[src/rtl/pc_sequencer.sv]
// Next-PC controller: takes one resolved EXU result, computes the next fetch PC and trap control, and issues the PC to the IFU.
// Latency: the target is valid 2 cycles after the EXU handshake (WAIT -> CALC -> ISSUE); an ecall pulses trap_req in CALC.
// Backpressure: exu_ready is high only in WAIT; ifu_valid and ifu_pc hold steady until ifu_ready, and no new EXU result is taken until then.
module pc_sequencer #(
  parameter int              ADDR_W   = 32,
  parameter logic [ADDR_W-1:0] RESET_PC = 32'h8000_0000,
  parameter int              CNT_W    = 32
) (
  input  logic              clk,
  input  logic              rst_n,
  input  logic              exu_valid,
  output logic              exu_ready,
  input  logic [ADDR_W-1:0] exu_pc,
  input  logic [ADDR_W-1:0] exu_imm,
  input  logic [ADDR_W-1:0] exu_rs1,
  input  logic [2:0]        branch,
  input  logic              zero,
  input  logic              less,
  input  logic              is_mret,
  input  logic [ADDR_W-1:0] csr_mtvec,
  input  logic [ADDR_W-1:0] csr_mepc,
  output logic              trap_req,
  output logic [ADDR_W-1:0] trap_epc,
  output logic              ifu_valid,
  input  logic              ifu_ready,
  output logic [ADDR_W-1:0] ifu_pc,
  output logic [CNT_W-1:0]  taken_cnt
);

  typedef enum logic [1:0] {BOOT, WAIT, CALC, ISSUE} state_t;

  // EXU result as it was seen at the handshake.
  typedef struct packed {
    logic [ADDR_W-1:0] pc;
    logic [ADDR_W-1:0] imm;
    logic [ADDR_W-1:0] rs1;
    logic [2:0]        branch;
    logic              zero;
    logic              less;
    logic              is_mret;
  } exu_t;

  state_t            state, state_nxt;
  exu_t              cap;
  logic              nonseq;
  logic [ADDR_W-1:0] target;
  logic              target_ns;
  logic              taken;
  logic              ifu_valid_nxt;
  logic              exu_ready_nxt;
  logic              exu_hs;
  logic              ifu_hs;

  assign exu_hs = exu_valid & exu_ready;
  assign ifu_hs = ifu_valid & ifu_ready;

  // Decode the captured branch code into a target and whether it leaves the pc+4 path.
  always_comb begin
    target    = cap.pc + ADDR_W'(4);
    target_ns = 1'b0;
    taken     = 1'b0;
    case (cap.branch)
      3'b000: begin
        target_ns = 1'b0;
      end
      3'b001: begin
        target    = cap.pc + cap.imm;
        target_ns = 1'b1;
      end
      3'b010: begin
        target    = (cap.rs1 + cap.imm) & {{(ADDR_W-1){1'b1}}, 1'b0};
        target_ns = 1'b1;
      end
      3'b011: begin
        // CSR values are read here, one cycle after the handshake.
        target    = cap.is_mret ? csr_mepc : csr_mtvec;
        target_ns = 1'b1;
      end
      default: begin
        case (cap.branch[1:0])
          2'b00:   taken = cap.zero;
          2'b01:   taken = ~cap.zero;
          2'b10:   taken = cap.less;
          default: taken = ~cap.less;
        endcase
        if (taken) begin
          target    = cap.pc + cap.imm;
          target_ns = 1'b1;
        end
      end
    endcase
  end

  // Next state plus the registered handshake outputs derived from it.
  always_comb begin
    state_nxt = state;
    case (state)
      BOOT:    if (ifu_hs) state_nxt = WAIT;
      WAIT:    if (exu_hs) state_nxt = CALC;
      CALC:    state_nxt = ISSUE;
      ISSUE:   if (ifu_hs) state_nxt = WAIT;
      default: state_nxt = BOOT;
    endcase
    ifu_valid_nxt = (state_nxt == BOOT) || (state_nxt == ISSUE);
    exu_ready_nxt = (state_nxt == WAIT);
  end

  // State register; valid/ready are registered so both read 0 while in reset.
  always_ff @(posedge clk or negedge rst_n) begin
    if (!rst_n) begin
      state     <= BOOT;
      ifu_valid <= 1'b0;
      exu_ready <= 1'b0;
    end else begin
      state     <= state_nxt;
      ifu_valid <= ifu_valid_nxt;
      exu_ready <= exu_ready_nxt;
    end
  end

  // Capture the EXU result on handshake; an ecall raises trap_req for the following (CALC) cycle only.
  always_ff @(posedge clk or negedge rst_n) begin
    if (!rst_n) begin
      cap      <= '0;
      trap_req <= 1'b0;
      trap_epc <= '0;
    end else begin
      trap_req <= exu_hs && (branch == 3'b011) && !is_mret;
      if (exu_hs) begin
        cap <= '{pc: exu_pc, imm: exu_imm, rs1: exu_rs1, branch: branch,
                 zero: zero, less: less, is_mret: is_mret};
        if ((branch == 3'b011) && !is_mret) trap_epc <= exu_pc;
      end
    end
  end

  // Register the computed target in CALC; it stays put through ISSUE.
  always_ff @(posedge clk or negedge rst_n) begin
    if (!rst_n) begin
      ifu_pc <= RESET_PC;
      nonseq <= 1'b0;
    end else if (state == CALC) begin
      ifu_pc <= target;
      nonseq <= target_ns;
    end
  end

  // Count redirects when the IFU actually accepts a non-pc+4 target.
  always_ff @(posedge clk or negedge rst_n) begin
    if (!rst_n) begin
      taken_cnt <= '0;
    end else if ((state == ISSUE) && ifu_hs && nonseq) begin
      taken_cnt <= taken_cnt + CNT_W'(1);
    end
  end

endmodule
[config.mk]
export PLATFORM = sky130hd
export DESIGN_NAME = pc_sequencer
export DESIGN_NICKNAME = d
export VERILOG_FILES = /design/src/rtl/pc_sequencer.sv
export SDC_FILE = /design/constraint.sdc
export NUM_CORES = 1
export LEC_CHECK = 0
export CAP_MARGIN = 20
export CORE_UTILIZATION = 45
export DETAILED_ROUTE_END_ITERATION = 8
export GPL_TIMING_DRIVEN = 0
export PLACE_DENSITY = 0.75
export SLEW_MARGIN = 20
export SYNTH_ARGS = -nofsm -noshare
export SYNTH_HDL_FRONTEND = slang
export SYNTH_SLANG_ARGS = --single-unit
[constraint.sdc]
create_clock -name clk -period 3.35 [get_ports clk]
set_clock_uncertainty 0.2 [all_clocks]
set_input_delay 0.67 -clock clk [delete_from_list [all_inputs] [get_ports clk]]
set_output_delay 0.67 -clock clk [all_outputs]
set_load 0.01 [all_outputs]
==> results of run 1 <==
-- per-stage QoR --
| stage | TNS (ns) | utilization | cells |
|---|---|---|---|
| after global routing | -0.0330 | 0.611 | 2034 |
| after CTS | 0 | 0.607 | 2029 |
| after floorplan | 0 | - | 1336 |
| final | 0 | 0.611 | 2034 |
| after detailed placement | -3.14 | 0.576 | 1986 |
| after global placement | -1447.76 | 0.573 | 1982 |
-- state kept, by name, indices dropped and copies added, names as in the netlist --
name       cells
cap          102
ifu_pc        32
taken_cnt     32
trap_epc      32
state          2
exu_ready      1
ifu_valid      1
nonseq         1
trap_req       1
-- timing repair --
| item | 4_1_cts | 5_1_grt |
|---|---|---|
| hold buffers | 1 | 0 |
| endpoints found under the hold margin | 13 | 0 |
| gates resized for setup | 1 | 14 |
| pin swaps | 0 | 6 |
| buffers inserted | 0 | 5 |
| endpoints found under the setup margin | 5 | 15 |
-- placed cells by master, fill, tap and decap left out, drive strengths merged, types with 9 or more instances in the layout --
cell type / instances
nand4: 25
o221ai: 16
a221oi: 15
a21oi: 97
nor3: 20
inv: 22
a21o: 45
a31oi: 21
nor2: 72
xor2: 35
buf: 22
and3: 27
nand2: 170
clkbuf: 75
or3: 9
o21ai: 49
mux2: 104
mux2i: 41
clkdlybuf4s50: 267
o21a: 14
ha: 67
xnor2: 56
dfrtp: 203
nand3: 44
o22ai: 15
-- report_power, final --
part / leakage, nW / internal (mW) / total [mW] / switching (mW)
clock: 0.417 / 1.75 / 2.88 / 1.13
sequential: 2.51 / 3.49 / 4.67 / 1.17
combinational: 4.51 / 5.15 / 12.1 / 6.93
-- area by class of cell --
cell class / instances / area, um2 / share of cell area
Multi-Input combinational cell: 1052 / 7540 / 0.441
Timing Repair Buffer: 278 / 2810 / 0.164
Clock buffer: 29 / 629 / 0.0368
Sequential cell: 204 / 5110 / 0.298
Inverter: 20 / 75.1 / 0.00439
Buffer: 58 / 231 / 0.0135
Clock inverter: 15 / 246 / 0.0144
Tap cell: 378 / 473 / 0.0276
-- cell families (layout without fill, tap and decap cells) --
| logic type | after synthesis | after routing |
|---|---|---|
| xor gates and xnor gates | 91 | 91 |
| DFF | 204 | 204 |
| adders and majority gates | 69 | 69 |
| and+or+nand+nor | 411 | 411 |
| muxes | 145 | 145 |
| AOI/OAI and AO/OA | 336 | 336 |
| buffers and inverters | 80 | 400 |
-- final timing paths --
path	endpoint	slack (ns)	depth (start not counted)
min	taken_cnt[31]	0.27	1
min reg2reg	taken_cnt[31]	0.27	1
max	ifu_pc[26]	0.08	10
max in group asynchronous	cap[94]	1.88	3
max reg2reg	ifu_pc[26]	0.08	10
min in group asynchronous	cap[15]	0.36	2
-- routing by layer --
metal / routed length (um) / vias to the layer above / GRT usage / share of wire
li1: - / 5517 / - / -
met1: 19100 / 5776 / 0.405 / 0.43
met2: 20300 / 482 / 0.489 / 0.46
met3: 3420 / 80 / 0.0536 / 0.077
met4: 1290 / 0 / 0.0905 / 0.029
met5: 0 / - / 0 / 0
-- worst max-delay path, cell delays in order, from the launching register on --
cell and delay (ns):
dfrtp_1 0.41, nand2_1 0.10, fa_2 0.36, nand2b_4 0.18, a21oi_4 0.22, a41oi_4 0.16, or3_4 0.46, a2111oi_4 0.51
o211ai_2 0.15, a211o_1 0.28, a31oi_1 0.16
==> flow_summary_export.csv, run 1 <==
group,metric,value,unit
outcome,status,"complete, no violations",
clock_tree,cts_sinks,204,
logic_synthesis,syn-num-nets,1575,
final_layout,design_area,0.0171,mm2
logic_synthesis,yosysSeqAreaShare,0.396,
clock_tree,cts_tree,"yes",
critical_path,crit_path_start,"cap[6]",
place,post_dp_cell_area,0.0161,mm2
hold_path,min_from,"taken_cnt[31]",
floorplanning,initial_core_util,0.460,
logic_synthesis,synth-adder-area-share,0.0681,
timing,period_needed,3.27,ns
critical_path,critPathRequiredTime,3.63,ns
clock_tree,cts.clk_slew.worst_paths,0.07,ns
place,dp_slack,-0.181,ns
clock_tree,root_buffer,"clkbuf_16",
clock_tree,cts.htree.levels,1,
timing,maxSlewHeadroom,0.269,
clock_tree,clk_path_buf_depth,3,
logic_synthesis,synth.mux.area_fraction,0.123,
logic_synthesis,yosys_register_bits,204,
logic_synthesis,synth_commonest_cells,"dfrtp_1, nand2_1, mux2_2, a21oi_1, nor2_1",
critical_path,critPathMaxFanout,4,
floorplanning,die_area,0.0293,mm2
place,place.gp.congestion,0.928,
routing,via_per_inst,5.83,
clock_tree,insertion_delay,0.56,ns
logic_synthesis,synth_xor_area_frac,0.0618,
logic_synthesis,yosysUniqueCellTypes,76,
floorplanning,die_w,171,um
global_route,grt_pass1_vias,11600,
routing,vias,11900,
pwr,leakagePower,7.43,nW
logic_synthesis,yosys-top-cells-area,"dfrtp_1, mux2_2, ha_1, nand2_1, xnor2_1",
critical_path,critPathKind,"flop to flop",
timing,slew_viol_final,0,
pwr,power,19.6,mW
timing,fin_ws,0.0782,ns
floorplanning,ioPinCount,269,
logic_synthesis,syn_area_per_cell,9.65,um2
logic_synthesis,synth-compound-area-share,0.176,
clock_tree,cts_buffers,24,
logic_synthesis,yosysMostFrequentCell,"dfrtp_1",
timing,setup_violations,0,
logic_synthesis,ys_warn_count,0,
logic_synthesis,netlist_area,0.0129,mm2
timing,fmax,306,MHz
hold_path,worstHoldPathType,"flop to flop",
place,dpl.hpwl,34100,um
critical_path,arrival,3.55,ns
final_layout,layout-drive-gt1-share,0.115,
critical_path,r2r_start,"cap[6]",
logic_synthesis,synth.top_cell.area_share,0.394,
timing,hold_viol_final,0,
logic_synthesis,ys.flop_type,"dfrtp_1",
routing,wirelength,44200,um
critical_path,critPathCaptureType,"flop",
final_layout,diodes,0,
logic_synthesis,synthCells,1336,
final_layout,num-nets-final,1877,
routing,dr.pass1.iters,5,
routing,detail_route.wl_per_cell,21.7,um
final_layout,n_fill_cell,2425,
timing,rsz0062_at_grt,"yes",
global_route,grt_start_max_net_pins,98,
timing,whs,0.267,ns
floorplanning,die_height,171,um
global_route,antenna_found_initial,0,
pwr,powerDensity,1150,mW/mm2
floorplanning,rows,61,
logic_synthesis,synth_edf_count,0,
global_route,grt_usage,0.300,
logic_synthesis,synth_top_area_cell,"dfrtp_1",
global_route,overflow,0,
final_layout,area_delta_synth_final,32.7,%
timing,post-route-period-util,0.977,
job,cap_violations,0,
floorplanning,design.core.area,0.0280,mm2
routing,drc,0,
pwr,ir_drop,0.437,mV
timing,worst_pin_slew,1.10,ns
routing,drtAntennaViolNets,0,
logic_synthesis,synthArstFlopShare,1.00,
place,port_buffers,268,
logic_synthesis,synth_top_family_by_area,"compound AO/OA/AOI/OAI gates",
global_route,grt_pass1_wl,66600,um
critical_path,startpoint_type,"flop",
routing,drt-initial-drc-count,819,
logic_synthesis,synth-simple-area-share,0.151,
Power figures use the tool's default switching activity.
==> run 2: changes to the inputs <==
--- a/config.mk
+++ b/config.mk
@@ -5,7 +5,8 @@
 export SDC_FILE = /design/constraint.sdc
 export NUM_CORES = 1
 export LEC_CHECK = 0
-export CAP_MARGIN = 20
+export ABC_CLOCK_PERIOD_IN_PS = 3350
+export CAP_MARGIN = 40
 export CORE_UTILIZATION = 45
 export DETAILED_ROUTE_END_ITERATION = 8
 export GPL_TIMING_DRIVEN = 0
==> run 2 against run 1 <==
  * Non-clock buffer count is 6 higher
  * Routed wire length is 0.48% higher
  * Total power hardly changed
  * Clock power is 3% lower
  * Flip-flop and latch count stayed put
  * Critical path depth is 2 lower
  * Sequential power hardly changed
  * Highest routed layer unchanged
  * Worst setup slack better by 0.020 ns
  * Die area stayed put
  * Cell area is 0.19% higher
==> flow_summary_export.csv, run 2 (synthesis gave the netlist of run 1 again) <==
group,metric,value,unit
pwr,leakagePower,7.47,nW
clock_tree,cts.htree.levels,1,
place,dpl.hpwl,34300,um
timing,slew_viol_final,0,
hold_path,min_from,"taken_cnt[31]",
timing,hold_viol_final,0,
critical_path,critPathMaxFanout,10,
critical_path,critPathCaptureType,"flop",
routing,drc,0,
global_route,grt_pass1_vias,11600,
floorplanning,die_w,171,um
critical_path,startpoint_type,"flop",
floorplanning,initial_core_util,0.460,
final_layout,area_delta_synth_final,32.9,%
routing,detail_route.wl_per_cell,21.7,um
timing,rsz0062_at_grt,"no",
pwr,powerDensity,1150,mW/mm2
place,place.gp.congestion,0.928,
global_route,grt_usage,0.301,
place,dp_slack,-0.198,ns
final_layout,multi_input_area,0.00754,mm2
hold_path,worstHoldPathType,"flop to flop",
final_layout,area.sequential,0.00511,mm2
floorplanning,die_height,171,um
critical_path,critPathKind,"flop to flop",
routing,drtAntennaViolNets,0,
global_route,grt_pass1_wl,67000,um
timing,worst_pin_slew,0.833,ns
floorplanning,die_area,0.0293,mm2
global_route,grt_start_max_net_pins,98,
pwr,power,19.6,mW
timing,period_needed,3.25,ns
clock_tree,cts_tree,"yes",
critical_path,r2r_end,"ifu_pc[11]",
hold_path,hold_end,"taken_cnt[31]",
global_route,antenna_found_initial,0,
floorplanning,design.core.area,0.0280,mm2
timing,setup_violations,0,
critical_path,r2r_start,"cap[3]",
final_layout,layout-drive-gt1-share,0.117,
final_layout,num-nets-final,1884,
hold_path,holdPathStages,1,
clock_tree,insertion_delay,0.55,ns
final_layout,final_common_cell,"clkdlybuf4s50_1",
clock_tree,root_buffer,"clkbuf_16",
critical_path,critPathRequiredTime,3.55,ns
final_layout,largest_reg_flops,102,
timing,fin_ws,0.0982,ns
clock_tree,clk_path_buf_depth,3,
critical_path,r2r_setup_slack,0.1,ns
job,cap_violations,0,
final_layout,most-common-layout-cells,"clkdlybuf4s50_1, dfrtp_1, nand2_1",
routing,via_per_inst,5.81,
pwr,ir_drop,0.505,mV
routing,dr.pass1.iters,5,
timing,fmax,308,MHz
clock_tree,cts.clk_slew.worst_paths,0.05,ns
critical_path,arrival,3.45,ns
final_layout,diodes,0,
routing,vias,11900,
routing,drt-initial-drc-count,786,
final_layout,n_fill_cell,2413,
clock_tree,cts_sinks,204,
critical_path,reg2regPathDepth,8,
timing,maxSlewHeadroom,0.445,
place,port_buffers,268,
final_layout,top_register,"cap",
floorplanning,rows,61,
timing,post-route-period-util,0.971,
floorplanning,ioPinCount,269,
clock_tree,cts_buffers,25,
routing,wirelength,44400,um
outcome,status,"complete, no violations",
global_route,overflow,0,
-- run 2: metrics by stage --
stage / instances / TNS [ns] / util / hold slack, ns / cell area, um2
finish: 2042 / 0 / 0.612 / 0.265 / 17100
global route: 2042 / 0 / 0.612 / 0.299 / 17100
CTS: 2038 / 0 / 0.608 / 0.274 / 17000
detailed placement: 1989 / -0.853 / 0.577 / 0.265 / 16200
global placement: 1982 / -1447.76 / 0.573 / 0.259 / 16100
floorplan: 1336 / 0 / - / 0.174 / 12900
-- run 2: how the worst max path moves through the flow --
stage,from,end,slack (ns),cells after the start
floorplan,cap[39],ifu_pc[26],0.44,10
global placement,rst_n,taken_cnt[19],-7.13,1
detailed placement,ifu_ready,taken_cnt[29],-0.20,10
CTS,cap[83],ifu_pc[27],0.03,10
global route,cap[6],ifu_pc[26],0.003,11
finish,cap[3],ifu_pc[11],0.1,8
-- run 2: layout make-up --
class	instances	share of cell area
Buffer	57	0.0132
Clock buffer	35	0.0404
Clock inverter	11	0.00869
Inverter	20	0.00438
Multi-Input combinational cell	1052	0.440
Sequential cell	204	0.298
Tap cell	378	0.0276
Timing Repair Buffer	285	0.168
-- run 2: worst max-delay path, cell delays in order, from the launching register on --
cell	delay [ns]
dfrtp_1	0.40
inv_1	0.18
nand2_1	0.32
o22ai_1	0.18
a22oi_1	0.58
clkbuf_1	0.59
o221ai_1	0.23
a21oi_1	0.31
a21oi_1	0.11
-- run 2: repair_timing --
action / in CTS / in global routing
endpoints found under the setup margin: 2 / 15
endpoints found under the hold margin: 13 / 0
hold buffers: 1 / 0
pin swaps: 2 / 4
resized for setup: 1 / 14
buffers inserted: 3 / 6
-- run 2: routing by layer --
layer | vias to the layer above | share of wire | GRT usage
met2 | 508 | 0.46 | 0.490
met1 | 5728 | 0.44 | 0.409
li1 | 5547 | - | -
met3 | 78 | 0.075 | 0.0479
met5 | - | 0 | 0
met4 | 0 | 0.033 | 0.0978
-- run 2: where the power goes --
| part | internal (mW) | switching, mW | total (mW) |
|---|---|---|---|
| clock | 1.68 | 1.09 | 2.78 |
| combinational | 5.21 | 6.95 | 12.2 |
| sequential | 3.49 | 1.20 | 4.69 |
| total | 10.4 | 9.24 | 19.6 |
==> run 3: changes to the inputs <==
--- a/config.mk
+++ b/config.mk
@@ -11,6 +11,8 @@
 export DETAILED_ROUTE_END_ITERATION = 8
 export GPL_TIMING_DRIVEN = 0
 export PLACE_DENSITY = 0.75
+export RECOVER_POWER = 50
+export SETUP_SLACK_MARGIN = 0.3
 export SLEW_MARGIN = 20
 export SYNTH_ARGS = -nofsm -noshare
 export SYNTH_HDL_FRONTEND = slang
==> constraint.sdc (replaced) <==
create_clock -name clk -period 3.35 [get_ports clk]
set_clock_uncertainty 0.2 [all_clocks]
set_input_delay 0.8375 -clock clk [delete_from_list [all_inputs] [get_ports clk]]
set_output_delay 0.8375 -clock clk [all_outputs]
set_load 0.01 [all_outputs]
==> run 3 against run 2 <==
  * Die area unchanged
  * Hold slack about the same
  * Clock-buffer cell count unchanged
  * Combinational power up 7%
  * Highest routed layer unchanged
  * Non-clock buffer count up 17
  * Critical path type unchanged
  * Maximum frequency up 5.3%
  * Global-route usage up 0.29 points
  * Routed wire length up 1.2%
  * Cell area up 2.6%
  * Largest cell class unchanged
  * Total power up 4.2%
==> flow_summary_export.csv, run 3 (synthesis gave the netlist of run 1 again) <==
group,metric,value,unit
critical_path,arrival,3.31,ns
floorplanning,die_area,0.0293,mm2
routing,detail_route.wl_per_cell,21.8,um
clock_tree,clk_path_buf_depth,3,
timing,hold_viol_final,0,
routing,drtAntennaViolNets,0,
timing,fmax,324,MHz
timing,fin_ws,0.262,ns
place,dp_slack,-0.365,ns
floorplanning,initial_core_util,0.460,
critical_path,startpoint_type,"flop",
pwr,power.internal,10.8,mW
final_layout,num-nets-final,1901,
job,cap_violations,0,
hold_path,min_from,"taken_cnt[31]",
final_layout,design_area,0.0176,mm2
hold_path,worstHoldPathType,"flop to flop",
timing,whs,0.265,ns
timing,rsz0062_at_grt,"yes",
critical_path,r2r_start,"cap[56]",
final_layout,top_register,"cap",
pwr,leakagePower,7.62,nW
critical_path,crit_family,"compound AO/OA/AOI/OAI gates",
timing,period_needed,3.09,ns
floorplanning,die_height,171,um
clock_tree,insertion_delay,0.54,ns
floorplanning,die_w,171,um
pwr,powerDensity,1160,mW/mm2
critical_path,max_stage_delay,0.44,ns
pwr,clkPwrFrac,0.135,
critical_path,crit_path_start,"cap[56]",
routing,wirelength,44900,um
routing,dr.pass1.iters,5,
place,place.gp.congestion,0.928,
global_route,grt_start_max_net_pins,98,
routing,via_per_inst,5.79,
place,dpl.hpwl,34300,um
final_layout,layout-drive-gt1-share,0.158,
place,post_dp_cell_area,0.0162,mm2
critical_path,critPathKind,"flop to flop",
global_route,overflow,0,
critical_path,worstPathCellList,"ha_1, clkbuf_1, a21o_1, a31oi_1, o22ai_1, a211o_1, o211ai_2, a21oi_1, or2_1, o311ai_1",
pwr,ir_drop,0.492,mV
timing,maxSlewHeadroom,0.324,
critical_path,cpMaxStageDelayCell,"dfrtp_1",
global_route,antenna_found_initial,1,
critical_path,critPathRequiredTime,3.57,ns
pwr,swShare,0.472,
clock_tree,cts.htree.levels,1,
clock_tree,cts_tree,"yes",
routing,drc,0,
pwr,combPwrFrac,0.635,
timing,worst_pin_slew,1.01,ns
clock_tree,cts.clk_slew.worst_paths,0.05,ns
critical_path,critPathCaptureType,"flop",
clock_tree,root_buffer,"clkbuf_16",
global_route,grt_usage,0.304,
timing,slew_viol_final,0,
critical_path,path_buf_inv,1,
final_layout,area_delta_synth_final,36.4,%
pwr,power_frac_seq,0.230,
clock_tree,cts_buffers,25,
global_route,grt_pass1_wl,67700,um
final_layout,most-common-layout-cells,"clkdlybuf4s50_1, dfrtp_1, nand2_1",
pwr,switching_power,9.65,mW
routing,drt-initial-drc-count,908,
floorplanning,ioPinCount,269,
clock_tree,cts_sinks,204,
pwr,power,20.5,mW
timing,setup_violations,0,
critical_path,critPathMaxFanout,8,
floorplanning,rows,61,
place,port_buffers,268,
final_layout,final_common_cell,"clkdlybuf4s50_1",
timing,post-route-period-util,0.922,
final_layout,largest_reg_flops,102,
routing,vias,11900,
outcome,status,"complete, no violations",
global_route,grt_pass1_vias,11800,
floorplanning,design.core.area,0.0280,mm2
-- run 3: what timing repair did --
action | CTS | global route
gates resized for setup | 31 | 67
pin swaps | 14 | 28
endpoints found under the hold margin | 13 | 0
setup endpoints to repair | 25 | 25
setup buffers | 13 | 10
hold buffers | 1 | 0
-- run 3: per-layer routing --
layer  wire length [um]  global-route usage  vias up
met1              19700               0.407     5802
met3               3150              0.0559       93
met2              20500               0.494      441
met5                  0                   0        -
met4               1630               0.104        0
li1                   -                   -     5584
-- run 3: worst paths after layout --
check / endpoint / slack [ns] / depth (start not counted)
max in group asynchronous: ifu_pc[31] / 1.09 / 3
worst min register to register: taken_cnt[31] / 0.27 / 1
min in group asynchronous: cap[48] / 0.81 / 2
worst max-delay path: ifu_pc[27] / 0.26 / 10
worst max register to register: ifu_pc[27] / 0.26 / 10
worst min-delay path: taken_cnt[31] / 0.27 / 1
-- run 3: cell type report --
cell class | count | area [um2]
inverter | 20 | 75.1
multi-input combinational | 1052 | 7850
clock inverter | 11 | 149
antenna | 1 | 2.50
sequential | 204 | 5110
timing repair buffer | 299 | 2980
fill | 2376 | 10400
tap | 378 | 473
buffer | 60 | 253
clock buffer | 35 | 693
-- run 3: through the flow --
stage	TNS, ns	cells	utilization
floorplan	0	1336	-
global placement	-1493.76	1982	0.573
detailed placement	-3.03	1989	0.577
CTS	0	2049	0.616
global route	0	2060	0.628
finish	0	2060	0.628
-- run 3: power groups by stage --
stage / clock [mW] / sequential [mW] / combinational, mW
global route: 2.92 / 4.81 / 14.0
detailed placement: 0 / 4.66 / 11.7
CTS: 2.82 / 4.63 / 12.1
finish: 2.77 / 4.70 / 13.0
floorplan: 0 / 4.34 / 7.94
global placement: 0 / 4.63 / 11.5
-- run 3: worst reg2reg max path, stage by stage, from the launching register on --
cell      delay [ns]
dfrtp_1         0.44
ha_1            0.29
clkbuf_1        0.21
a21o_1          0.24
a31oi_1         0.27
o22ai_1         0.13
a211o_1         0.32
o211ai_2        0.27
a21oi_1         0.12
or2_1           0.22
o311ai_1        0.26
